--- src/rtl/game_pkg.sv ---
// Shared types and constants for the mental-arithmetic round sequencer.
// Holds the controller state enum (its encoding is driven out on the phase
// port), the accumulator modulus, and the score and display widths.
package game_pkg;

  typedef enum logic [2:0] {
    StIdle   = 3'd0,
    StFetch  = 3'd1,
    StShow   = 3'd2,
    StAnswer = 3'd3,
    StCheck  = 3'd4,
    StResult = 3'd5,
    StDone   = 3'd6
  } game_state_e;

  localparam int unsigned Mod    = 100;
  localparam int unsigned ScoreW = 3;
  localparam int unsigned DispW  = 8;

endpackage

--- src/rtl/dwell_timer.sv ---
// Loadable down-counter with a done flag.
// Ports:
//   clk      - clock, rising edge
//   rst      - synchronous active-low reset
//   load     - load load_val this edge (takes priority over counting)
//   load_val - starting count; the flag is raised after load_val+1 cycles
//   done     - high while the count is zero
// The counter holds at zero, so done stays high until the next load.
module dwell_timer #(
  parameter int unsigned W = 4
) (
  input  logic         clk,
  input  logic         rst,
  input  logic         load,
  input  logic [W-1:0] load_val,
  output logic         done
);

  logic [W-1:0] count_q;

  always_ff @(posedge clk) begin
    if (!rst) begin
      count_q <= '0;
    end else if (load) begin
      count_q <= load_val;
    end else if (count_q != '0) begin
      count_q <= count_q - W'(1);
    end
  end

  assign done = (count_q == '0);

endmodule

--- src/rtl/game_round_ctrl.sv ---
// Round sequencer for the mental-arithmetic game.
// Fetches NUM_OPERANDS operands per round via a request/valid handshake,
// shows each for DWELL_CYCLES cycles, keeps a mod-100 running sum, captures
// and scores the player's answer, then shows the sum for DWELL_CYCLES cycles.
// Repeats for ROUNDS rounds, then shows the score.
// Ports:
//   clk, rst (sync, active-low), start (level)
//   rnd_req/rnd_valid/rnd_data - operand handshake with the random source
//   answer_valid/answer        - player answer strobe and value (0..99)
//   disp_value                 - value for the BCD converter
//   phase                      - current state encoding
//   score, correct, wrong, busy, game_over - status; all outputs registered
// Optional feature: define GAME_TIMEOUT_EN to bound the answer window to
// TIMEOUT_CYCLES cycles; an expired window scores as a wrong answer.
module game_round_ctrl
  import game_pkg::*;
#(
  parameter int unsigned NUM_OPERANDS   = 5,
  parameter int unsigned OPERAND_W      = 5,
  parameter int unsigned DWELL_CYCLES   = 10,
  parameter int unsigned ROUNDS         = 7,
  parameter int unsigned TIMEOUT_CYCLES = 50
) (
  input  logic                 clk,
  input  logic                 rst,
  input  logic                 start,
  output logic                 rnd_req,
  input  logic                 rnd_valid,
  input  logic [OPERAND_W-1:0] rnd_data,
  input  logic                 answer_valid,
  input  logic [7:0]           answer,
  output logic [DispW-1:0]     disp_value,
  output logic [2:0]           phase,
  output logic [ScoreW-1:0]    score,
  output logic                 correct,
  output logic                 wrong,
  output logic                 busy,
  output logic                 game_over
);

  localparam int unsigned TimerMax =
      (DWELL_CYCLES > TIMEOUT_CYCLES) ? DWELL_CYCLES : TIMEOUT_CYCLES;
  localparam int unsigned TimerW = (TimerMax > 1) ? $clog2(TimerMax) : 1;
  // Loading N-1 makes the timer report done on the Nth cycle of a state.
  localparam logic [TimerW-1:0] DwellLoad = TimerW'(DWELL_CYCLES - 1);
`ifdef GAME_TIMEOUT_EN
  localparam logic [TimerW-1:0] TimeoutLoad = TimerW'(TIMEOUT_CYCLES - 1);
`endif

  game_state_e state_q, state_d;
  logic [OPERAND_W-1:0] operand_q, operand_d;
  logic [6:0]  acc_q, acc_d;
  logic [7:0]  acc_sum;
  logic [3:0]  op_cnt_q, op_cnt_d;
  logic [2:0]  round_q, round_d;
  logic [ScoreW-1:0] score_q, score_d;
  logic [7:0]  ans_q, ans_d;
  logic        rnd_req_q, rnd_req_d;
  logic [DispW-1:0] disp_q, disp_d;
  logic        correct_q, correct_d;
  logic        wrong_q, wrong_d;
  logic        busy_q, busy_d;
  logic        game_over_q, game_over_d;
  logic        tmr_load;
  logic [TimerW-1:0] tmr_val;
  logic        tmr_done;

  dwell_timer #(
    .W (TimerW)
  ) u_dwell_timer (
    .clk      (clk),
    .rst      (rst),
    .load     (tmr_load),
    .load_val (tmr_val),
    .done     (tmr_done)
  );

  // Operands are at most 31 and acc at most 99, so one subtract suffices.
  assign acc_sum = {1'b0, acc_q} + 8'(rnd_data);

  always_comb begin
    state_d   = state_q;
    operand_d = operand_q;
    acc_d     = acc_q;
    op_cnt_d  = op_cnt_q;
    round_d   = round_q;
    score_d   = score_q;
    ans_d     = ans_q;
    correct_d = 1'b0;
    wrong_d   = 1'b0;
    tmr_load  = 1'b0;
    tmr_val   = DwellLoad;

    unique case (state_q)
      StIdle, StDone: begin
        if (start) begin
          score_d  = '0;
          round_d  = '0;
          op_cnt_d = '0;
          acc_d    = '0;
          state_d  = StFetch;
        end
      end
      StFetch: begin
        if (rnd_valid) begin
          operand_d = rnd_data;
          acc_d     = (acc_sum >= 8'(Mod)) ? 7'(acc_sum - 8'(Mod)) : acc_sum[6:0];
          op_cnt_d  = op_cnt_q + 4'd1;
          tmr_load  = 1'b1;
          state_d   = StShow;
        end
      end
      StShow: begin
        if (tmr_done) begin
          if (op_cnt_q < 4'(NUM_OPERANDS)) begin
            state_d = StFetch;
          end else begin
            state_d = StAnswer;
`ifdef GAME_TIMEOUT_EN
            tmr_load = 1'b1;
            tmr_val  = TimeoutLoad;
`endif
          end
        end
      end
      StAnswer: begin
        if (answer_valid) begin
          ans_d   = answer;
          state_d = StCheck;
`ifdef GAME_TIMEOUT_EN
        end else if (tmr_done) begin
          // acc never reaches 0xFF, so this forces a mismatch in CHECK.
          ans_d   = 8'hFF;
          state_d = StCheck;
`endif
        end
      end
      StCheck: begin
        if (ans_q == {1'b0, acc_q}) begin
          correct_d = 1'b1;
          if (score_q != '1) begin
            score_d = score_q + ScoreW'(1);
          end
        end else begin
          wrong_d = 1'b1;
        end
        tmr_load = 1'b1;
        state_d  = StResult;
      end
      StResult: begin
        if (tmr_done) begin
          round_d = round_q + 3'd1;
          if (round_q + 3'd1 == 3'(ROUNDS)) begin
            state_d = StDone;
          end else begin
            acc_d    = '0;
            op_cnt_d = '0;
            state_d  = StFetch;
          end
        end
      end
      default: state_d = StIdle;
    endcase

    // Outputs are registered, so they are decoded from the next-state values.
    rnd_req_d   = (state_d == StFetch);
    busy_d      = !(state_d inside {StIdle, StDone});
    game_over_d = (state_d == StDone);
    case (state_d)
      StShow:   disp_d = DispW'(operand_d);
      StResult: disp_d = DispW'(acc_d);
      StDone:   disp_d = DispW'(score_d);
      default:  disp_d = '0;
    endcase
  end

  always_ff @(posedge clk) begin
    if (!rst) begin
      state_q     <= StIdle;
      operand_q   <= '0;
      acc_q       <= '0;
      op_cnt_q    <= '0;
      round_q     <= '0;
      score_q     <= '0;
      ans_q       <= '0;
      rnd_req_q   <= 1'b0;
      disp_q      <= '0;
      correct_q   <= 1'b0;
      wrong_q     <= 1'b0;
      busy_q      <= 1'b0;
      game_over_q <= 1'b0;
    end else begin
      state_q     <= state_d;
      operand_q   <= operand_d;
      acc_q       <= acc_d;
      op_cnt_q    <= op_cnt_d;
      round_q     <= round_d;
      score_q     <= score_d;
      ans_q       <= ans_d;
      rnd_req_q   <= rnd_req_d;
      disp_q      <= disp_d;
      correct_q   <= correct_d;
      wrong_q     <= wrong_d;
      busy_q      <= busy_d;
      game_over_q <= game_over_d;
    end
  end

  assign rnd_req    = rnd_req_q;
  assign disp_value = disp_q;
  assign phase      = state_q;
  assign score      = score_q;
  assign correct    = correct_q;
  assign wrong      = wrong_q;
  assign busy       = busy_q;
  assign game_over  = game_over_q;

endmodule

--- config.mk ---
export PLATFORM = sky130hd
export DESIGN_NAME = game_round_ctrl
export DESIGN_NICKNAME = d
export VERILOG_FILES = /design/src/rtl/game_pkg.sv /design/src/rtl/dwell_timer.sv /design/src/rtl/game_round_ctrl.sv
export SDC_FILE = /design/constraint.sdc
export NUM_CORES = 1
export LEC_CHECK = 0
export ABC_AREA = 0
export CAP_MARGIN = 20
export CORE_MARGIN = 4
export CORE_UTILIZATION = 40
export DETAILED_ROUTE_END_ITERATION = 8
export HOLD_SLACK_MARGIN = 0.12
export SYNTH_ARGS = -nofsm -noshare
export SYNTH_HDL_FRONTEND = slang
export SYNTH_SLANG_ARGS = --single-unit
export TNS_END_PERCENT = 30
--- constraint.sdc ---
create_clock -name clk -period 4.3 [get_ports clk]
set_input_delay 1.29 -clock clk [delete_from_list [all_inputs] [get_ports clk]]
set_output_delay 1.29 -clock clk [all_outputs]
set_load 0.02 [all_outputs]
# Word level (Yosys, flattened, before mapping)

Index checks and enable logic that the tools add are counted.

Flip-flop bits (word level): 52
Bits in latches: 0
Memory bits (writable): 0
ROM bits: 0
Input bits: 18
Output and inout bits: 19
Word-level logic and storage cells: 91
Memories: 0

$add $sub $neg: 6
Multiply operators: 0
Div/mod/pow operators: 0
$lt $le $gt $ge: 2
Equal/unequal tests: 17
Shift operators: 0
Multiplexer cells: 35
Bitwise logic cells: 1
Reduce and logical (&&, ||, !) cells: 15

Operator list:

| cell                                                              | number |
|---|---|
| case mux 7 bit (3 select lines)                                   | 2 |
| 2-to-1 mux 7 bit                                                  | 5 |
| 2-to-1 mux 3 bit                                                  | 11 |
| 2-to-1 mux 4 bit                                                  | 6 |
| equality test 3 bit, second input constant                        | 6 |
| case mux 3 bit (6 select lines)                                   | 1 |
| case mux 3 bit (2 select lines)                                   | 2 |
| case mux 4 bit (3 select lines)                                   | 1 |
| 2-to-1 mux 5 bit                                                  | 2 |
| equality test 3 x 2 -> 1 bit, second input constant               | 3 |
| adder 7 x 5 -> 8 bit                                              | 1 |
| equality test 8 x 7 -> 1 bit                                      | 1 |
| greater-or-equal comparator 8 x 7 -> 1 bit, second input constant | 1 |
| inequality test 2 bit, second input constant                      | 4 |
| subtractor 7 bit, second input constant                           | 1 |
| adder 3 x 1 -> 3 bit, second input constant                       | 2 |
| equality test 3 x 1 -> 1 bit, second input constant               | 2 |
| logical NOT 3 bit                                                 | 2 |
| logical NOT 6 bit                                                 | 1 |
| nonzero test 2 bit                                                | 3 |
| nonzero test 6 bit                                                | 1 |
| subtractor 6 x 1 -> 6 bit, second input constant                  | 1 |
| AND reduction 5 bit                                               | 1 |
| adder 4 x 1 -> 4 bit, second input constant                       | 1 |
| 11 further kinds                                                  | 15 |

# Logic depth before layout (Yosys ltp)

Gate-level depths: netlist (run 1).

Word-level depth: 8
Mapped depth: 12

# Hierarchy

Synthesis (run 1) repeated with hierarchy kept, for this count alone.

Cell total of the unflattened synthesis: 358
Area total of the unflattened synthesis: 2896.5 sq um

By module, submodules not included:

| module          | instances | cells an instance | area an instance (sq um) | seq. area each (sq um) |
|---|---|---|---|---|
| game_round_ctrl | 1         | 315               | 2539.9                   | 900.9 |
| dwell_timer     | 1         | 43                | 356.6                    | 120.1 |

# Least setup slack after synthesis (run 1)

No wires, ideal clock.

Path kind: input port to flip-flop
Start: input port rnd_data[1]
End: register acc_q[3]
Setup time: 0.132 ns
Arrival time: 3.305 ns
Required time: 4.168 ns
Setup slack: 0.863 ns
Cell stages on the path: 12
Buffers on the path: 0
Cells stage by stage: ha_1 a211oi_2 nor2_1 xor2_1 inv_1 ha_1 nand2b_1 o221ai_1 a31oi_1 mux2_2 nand2_1 a21oi_1

Word-level cells in the longest chain between the ends: 5
Elaborated cells between the ends (all ways): 6

RTL lines:

| item                                                                                  | RTL line               | source |
|---|---|---|
| start, declared                                                                       | game_round_ctrl.sv:29  | `input logic [OPERAND_W-1:0] rnd_data,` |
| adder 7 x 5 -> 8 bit *                                                                | game_round_ctrl.sv:79  | `assign acc_sum = {1'b0, acc_q} + 8'(rnd_data);` |
| subtractor 7 bit / greater-or-equal comparator 8 x 7 -> 1 bit (equally long branches) | game_round_ctrl.sv:107 | `acc_d = (acc_sum >= 8'(Mod)) ? 7'(acc_sum - 8'(Mod)) : acc_sum[6:0];` |
| 2-to-1 mux 7 bit *                                                                    | game_round_ctrl.sv:107 |  |
| 2-to-1 mux 7 bit *                                                                    | game_round_ctrl.sv:105 | `if (rnd_valid) begin` |
| case mux 7 bit (3 select lines) *                                                     | game_round_ctrl.sv:94  | `unique case (state_q)` |
| end signal, assigned                                                                  | game_round_ctrl.sv:181 | `acc_q <= '0;` |
| end signal, assigned                                                                  | game_round_ctrl.sv:195 | `acc_q <= acc_d;` |
| end, declared                                                                         | game_round_ctrl.sv:52  | `logic [6:0] acc_q, acc_d;` |

Mark *: on every way between the ends. The rest lies on a longest branch, timed or not.
A chain may end at the register's enable or synchronous reset.

# Final worst setup path (run 1)

Ends and elaborated chain as after synthesis.

==> results of run 1 <==
-- per-stage QoR --
step / std cells / worst slack (ns) / total power [mW] / utilization / cell area [sq um]
global placement: 435 / 0.178 / 0.869 / 0.483 / 3140
global route: 443 / 0.146 / 1.24 / 0.498 / 3240
finish: 443 / 0.363 / 1.16 / 0.498 / 3240
floorplan: 334 / 0.863 / 0.782 / - / 2740
CTS: 443 / 0.408 / 1.17 / 0.498 / 3240
detailed placement: 435 / 0.0861 / 0.876 / 0.483 / 3140
-- path summary, 6_finish.rpt --
check,to,cells past startpoint
worst max-delay path,acc_q[3],13
worst min-delay path,ans_q[7],2
worst max register to register,acc_q[3],12
worst min register to register,ans_q[7],2
-- per-layer routing --
metal / GRT usage / wire (microns) / vias to the layer above / share of wire
met4: 0.0427 / 88 / 0 / 0.014
met1: 0.213 / 3220 / 1097 / 0.51
met5: 0 / 0 / - / 0
met2: 0.250 / 2780 / 41 / 0.44
met3: 0.0275 / 240 / 8 / 0.038
li1: - / - / 1214 / -
-- cells in the final DEF, fill, tap and decap left out, drive strengths merged, types with 4 or more instances in the layout --
master	netlist	routed
inv	16	17
nand2	43	43
nor3	5	5
xor2	11	11
clkbuf	5	5
nor4	5	5
xnor2	5	5
dfxtp	51	51
o22ai	4	4
a31oi	5	5
buf	10	4
nand3	13	13
nor2	35	35
o21ai	15	15
a21oi	31	31
and2	6	6
clkdlybuf4s50	0	35
nand2b	12	12
ha	13	13
-- worst max-delay path, stage by stage --
cell and delay [ns]:
clkdlybuf4s50_1 0.49, ha_1 0.34, a211oi_2 0.29, nor2_1 0.10
xor2_1 0.22, inv_1 0.10, ha_1 0.20, nand2b_1 0.07
o221ai_1 0.14, a31oi_1 0.38, mux2_2 0.38, nand2_1 0.06
a21oi_1 0.06
-- synthesized netlist by cell type (4+ instances only) --
| cell | instances |
|---|---|
| clkbuf_1 | 5 |
| nor2_1 | 34 |
| nand3_1 | 12 |
| inv_1 | 15 |
| o22ai_1 | 4 |
| and2_1 | 5 |
| nand2b_1 | 12 |
| o21ai_0 | 11 |
| xor2_1 | 11 |
| xnor2_1 | 5 |
| dfxtp_1 | 51 |
| a21oi_1 | 30 |
| a31oi_1 | 5 |
| nand2_1 | 42 |
| buf_2 | 6 |
| nor3_1 | 5 |
| ha_1 | 13 |
-- cell families after synthesis --
| family | Yosys count | synth area share |
|---|---|---|
| compound gates | 78 | 0.186 |
| xor+xnor | 16 | 0.0511 |
| fa+ha+maj | 14 | 0.0666 |
| buf+inv | 31 | 0.0507 |
| flops | 51 | 0.372 |
| mux | 4 | 0.0155 |
| other cells | 1 | 0.00137 |
| simple gates | 139 | 0.256 |
-- state kept, by name, indices dropped and copies added, names as in the netlist --
register               flops
wrong                      1
game_over                  1
score                      3
op_cnt_q                   4
acc_q                      7
u_dwell_timer.count_q      6
rnd_req                    1
operand_q                  5
ans_q                      8
disp_value                 7
round_q                    3
phase                      3
busy                       1
correct                    1
-- power by group through the flow --
stage               Clock [mW]  Combinational (mW)  Sequential, mW
floorplan                    0               0.238           0.545
global placement             0               0.321           0.548
detailed placement           0               0.326           0.549
CTS                      0.303               0.328           0.538
global route             0.324               0.369           0.544
finish                   0.294               0.324           0.538
-- cell type report --
class,count,share of cell area
inverter,16,0.0186
tap,77,0.0298
sequential,51,0.316
multi-input combinational,252,0.489
timing repair buffer,39,0.118
clock buffer,5,0.0213
clock inverter,3,0.00851
==> results_dict.tcl, run 1 <==
set metrics [dict create \
    status "completed" \
    antenna_found_initial 0 \
    p_leak_nw 1.24 \
    htreeDepth 2 \
    cts_buffers 5 \
    initial_core_util 0.422 \
    gp_congestion 0.850 \
    port_buffers 35 \
    netSwitchingFraction 0.340 \
    synth_area_per_cell_sq_um 8.21 \
    synthCells 334 \
    wirelength_mm 6.33 \
    power_density_nw_per_um2 357 \
    pwr-share-clk 0.254 \
    grt_max_degree 19 \
    yosysSeqAreaShare 0.372 \
    hold_class "flip-flop to flip-flop" \
    min-delay-start "ans_q[7]" \
    synthTopCellsByArea "dfxtp_1, ha_1, nand2_1, a21oi_1, nor2_1" \
    synth_top_area_cell "dfxtp_1" \
    cp-end-kind "flip-flop" \
    fin_hold_ws_ns 0.463 \
    multi_input_area_sq_um 1580 \
    core_area_sq_um 6490 \
    fillers 653 \
    clock_tree.buffer_depth 2 \
    max_slew.worst_pin.slew_ns 0.571 \
    synth_seq_cells 51 \
    netlist_area_sq_um 2740 \
    rows 29 \
    crit_path_start_kind "primary input" \
    dp_hpwl_mm 4.91 \
    drv_slew 0 \
    finalSetupTns_ns 0 \
    regArea_sq_um 1020 \
    cts.repair.resized 0 \
    layout-drive-gt1-share 0.0792 \
    period_share 0.916 \
    synth_nets 366 \
    r2r-start "acc_q[1]" \
    period_needed_ns 3.94 \
    clock_sinks 51 \
    crit_arrival_ns 4.12 \
    yosys.area.top_type_share 0.372 \
    grt_overflow 0 \
    die_y_microns 90.8 \
    maxCapViolations 0 \
    fin_worst_skew_ns 0.00729 \
    grt_pass1_wl_mm 10.6 \
    clk_pin_slew_worst_paths_ns 0.10 \
    rsz0062_at_grt "no" \
    ios 37 \
    drt-wirelength-per-cell_microns 14.3 \
    cts_hold_buffers 0 \
    seq_power_share 0.465 \
    final-hold-violation-count 0 \
    regToRegSetupSlack_ns 1.43 \
    drt_iter0_drc 124 \
    postCtsSetupBuffers 0 \
    net-switching-power_mw 0.393 \
    async_flop_share 0 \
    ir_drop_uv 180 \
    cts-root-buf "clkbuf_8" \
    fin_nets 397 \
    dieWidth_microns 90.8 \
    synth_edf_count 0 \
    path_max_fanout 4 \
    via_per_inst 5.33 \
    die-area_sq_um 8240 \
    critPathLaunch "rnd_data[1]" \
    ys_types 62 \
    clock_latency_ns 0.31 \
    slew_headroom 0.616 \
    p_int_mw 0.763 \
    path_class "primary input to flip-flop" \
    synth_ff_type "dfxtp_1" \
    antenna_left 0 \
    grtUsageTotal 0.155 \
    vias 2360 \
    comb_power_share 0.280 \
    yosysWarnings 0 \
    cts_tree "built" \
    drc 0 \
    grt_pass1_vias 2243 \
    fmax_mhz 254 \
    area_growth_pct 18.0 \
    setup-violations-final 0 \
    crit_required_ns 4.48 \
    drt_pass1_iterations 4 \
    antenna_cells 0 \
]
No activity file was read; power rests on OpenSTA's default activity.
==> run 2: changes to the inputs <==
--- a/config.mk
+++ b/config.mk
@@ -11,6 +11,7 @@
 export CORE_UTILIZATION = 40
 export DETAILED_ROUTE_END_ITERATION = 8
 export HOLD_SLACK_MARGIN = 0.12
+export SLEW_MARGIN = 30
 export SYNTH_ARGS = -nofsm -noshare
 export SYNTH_HDL_FRONTEND = slang
 export SYNTH_SLANG_ARGS = --single-unit
==> results of run 2 <==
Final layout, timing and power as in run 1 (identical DEF).
==> run 3: changes to the inputs <==
--- a/config.mk
+++ b/config.mk
@@ -7,10 +7,12 @@
 export LEC_CHECK = 0
 export ABC_AREA = 0
 export CAP_MARGIN = 20
+export CORE_ASPECT_RATIO = 0.9
 export CORE_MARGIN = 4
 export CORE_UTILIZATION = 40
 export DETAILED_ROUTE_END_ITERATION = 8
 export HOLD_SLACK_MARGIN = 0.12
+export SETUP_SLACK_MARGIN = 0.05
 export SLEW_MARGIN = 30
 export SYNTH_ARGS = -nofsm -noshare
 export SYNTH_HDL_FRONTEND = slang
==> results_dict.tcl, run 3 (synthesis results as in run 1) <==
set metrics [dict create \
    status "completed" \
    ios 37 \
    layout-drive-gt1-share 0.0714 \
    maxCapViolations 0 \
    cts_tree "built" \
    fin_worst_skew_ns 0.0109 \
    gp_congestion 0.838 \
    rows 28 \
    grt_max_degree 18 \
    drv_slew 0 \
    pwr-share-clk 0.242 \
    finalSetupTns_ns 0 \
    cts_hold_buffers 0 \
    dieWidth_microns 95.3 \
    area_growth_pct 17.7 \
    antenna_found_initial 0 \
    die_y_microns 86.5 \
    cts-root-buf "clkbuf_8" \
    post-route-util 0.487 \
    fillers 629 \
    stdcell_count 454 \
    final_common_cell "dfxtp_1" \
    grtUsageTotal 0.165 \
    clock_tree.buffer_depth 2 \
    drt_pass1_iterations 4 \
    drc 0 \
    setup_ws_ns 0.438 \
    final-hold-violation-count 0 \
    dp_hpwl_mm 4.87 \
    initial_core_util 0.414 \
    max_slew.worst_pin.slew_ns 0.727 \
    period_share 0.898 \
    p_int_mw 0.750 \
    grt_overflow 0 \
    netSwitchingFraction 0.331 \
    crit_required_ns 4.49 \
    place_inst 446 \
    drt_iter0_drc 64 \
    cp-end-kind "flip-flop" \
    layout_common_cells "dfxtp_1, nand2_1, clkdlybuf4s50_1" \
    fin_area_sq_um 3230 \
    p_leak_nw 1.23 \
    crit_path_start_kind "primary input" \
    drt-wirelength-per-cell_microns 13.9 \
    die-area_sq_um 8240 \
    grt_pass1_vias 2228 \
    fmax_mhz 259 \
    clk_pin_slew_worst_paths_ns 0.08 \
    via_per_inst 5.19 \
    path_class "primary input to flip-flop" \
    wirelength_mm 6.33 \
    vias 2354 \
    place_ws_ns 0.122 \
    setup-violations-final 0 \
    slew_headroom 0.511 \
    fin_nets 395 \
    period_needed_ns 3.86 \
    postCtsSetupBuffers 0 \
    rsz0062_at_grt "no" \
    seq_power_share 0.480 \
    hold_class "flip-flop to flip-flop" \
    core_area_sq_um 6620 \
    comb_power_share 0.278 \
    clock_sinks 51 \
    clock_latency_ns 0.31 \
    fin_hold_ws_ns 0.467 \
    crit_arrival_ns 4.05 \
    antenna_cells 0 \
    place_area_sq_um 3140 \
    top_register "ans_q" \
    antenna_left 0 \
    power_density_nw_per_um2 347 \
    cts_buffers 5 \
    grt_pass1_wl_mm 10.6 \
    port_buffers 35 \
    htreeDepth 2 \
    largest_register_ffs 8 \
    net-switching-power_mw 0.371 \
    ir_drop_uv 125 \
    power_mw 1.12 \
    cts.repair.resized 0 \
    path_max_fanout 4 \
]
## run 3: final timing paths
path	cells after the start	slack [ns]	startpoint	endpoint
worst min-delay path	2	0.47	operand_q[4]	operand_q[4]
worst max-delay path	13	0.44	rnd_data[1]	acc_q[3]
worst min register to register	2	0.47	operand_q[4]	operand_q[4]
worst max register to register	12	1.47	acc_q[1]	acc_q[3]
## run 3: layer usage
metal,routed length [microns],track usage,share of wire
met5,0,0,0
met1,3030,0.224,0.48
met2,2950,0.268,0.47
met4,68,0.0393,0.011
met3,279,0.0339,0.044
## run 3: cell type report
class                   instances  area (sq um)  share of cell area
clock inverters                 2          12.5             0.00388
repair buffers                 37           365               0.113
flip-flops and latches         51          1020               0.317
clock buffers                   6          72.6              0.0225
multi-input cells             252          1580               0.490
inverters                      16          60.1              0.0186
well taps                      90           113              0.0349
## run 3: critical path, stage by stage
cell             delay, ns
clkdlybuf4s50_1       0.48
ha_1                  0.34
a211oi_2              0.28
nor2_1                0.10
xor2_1                0.21
inv_1                 0.09
ha_1                  0.20
nand2b_1              0.07
o221ai_1              0.13
a31oi_1               0.38
mux2_2                0.38
nand2_1               0.07
a21oi_1               0.06
## run 3: power groups by stage
stage | logic [mW] | clock network (mW) | registers, mW
final | 0.311 | 0.272 | 0.538
after global routing | 0.349 | 0.297 | 0.544
after CTS | 0.314 | 0.281 | 0.538
after detailed placement | 0.312 | 0 | 0.549
after global placement | 0.308 | 0 | 0.548
after floorplan | 0.238 | 0 | 0.545
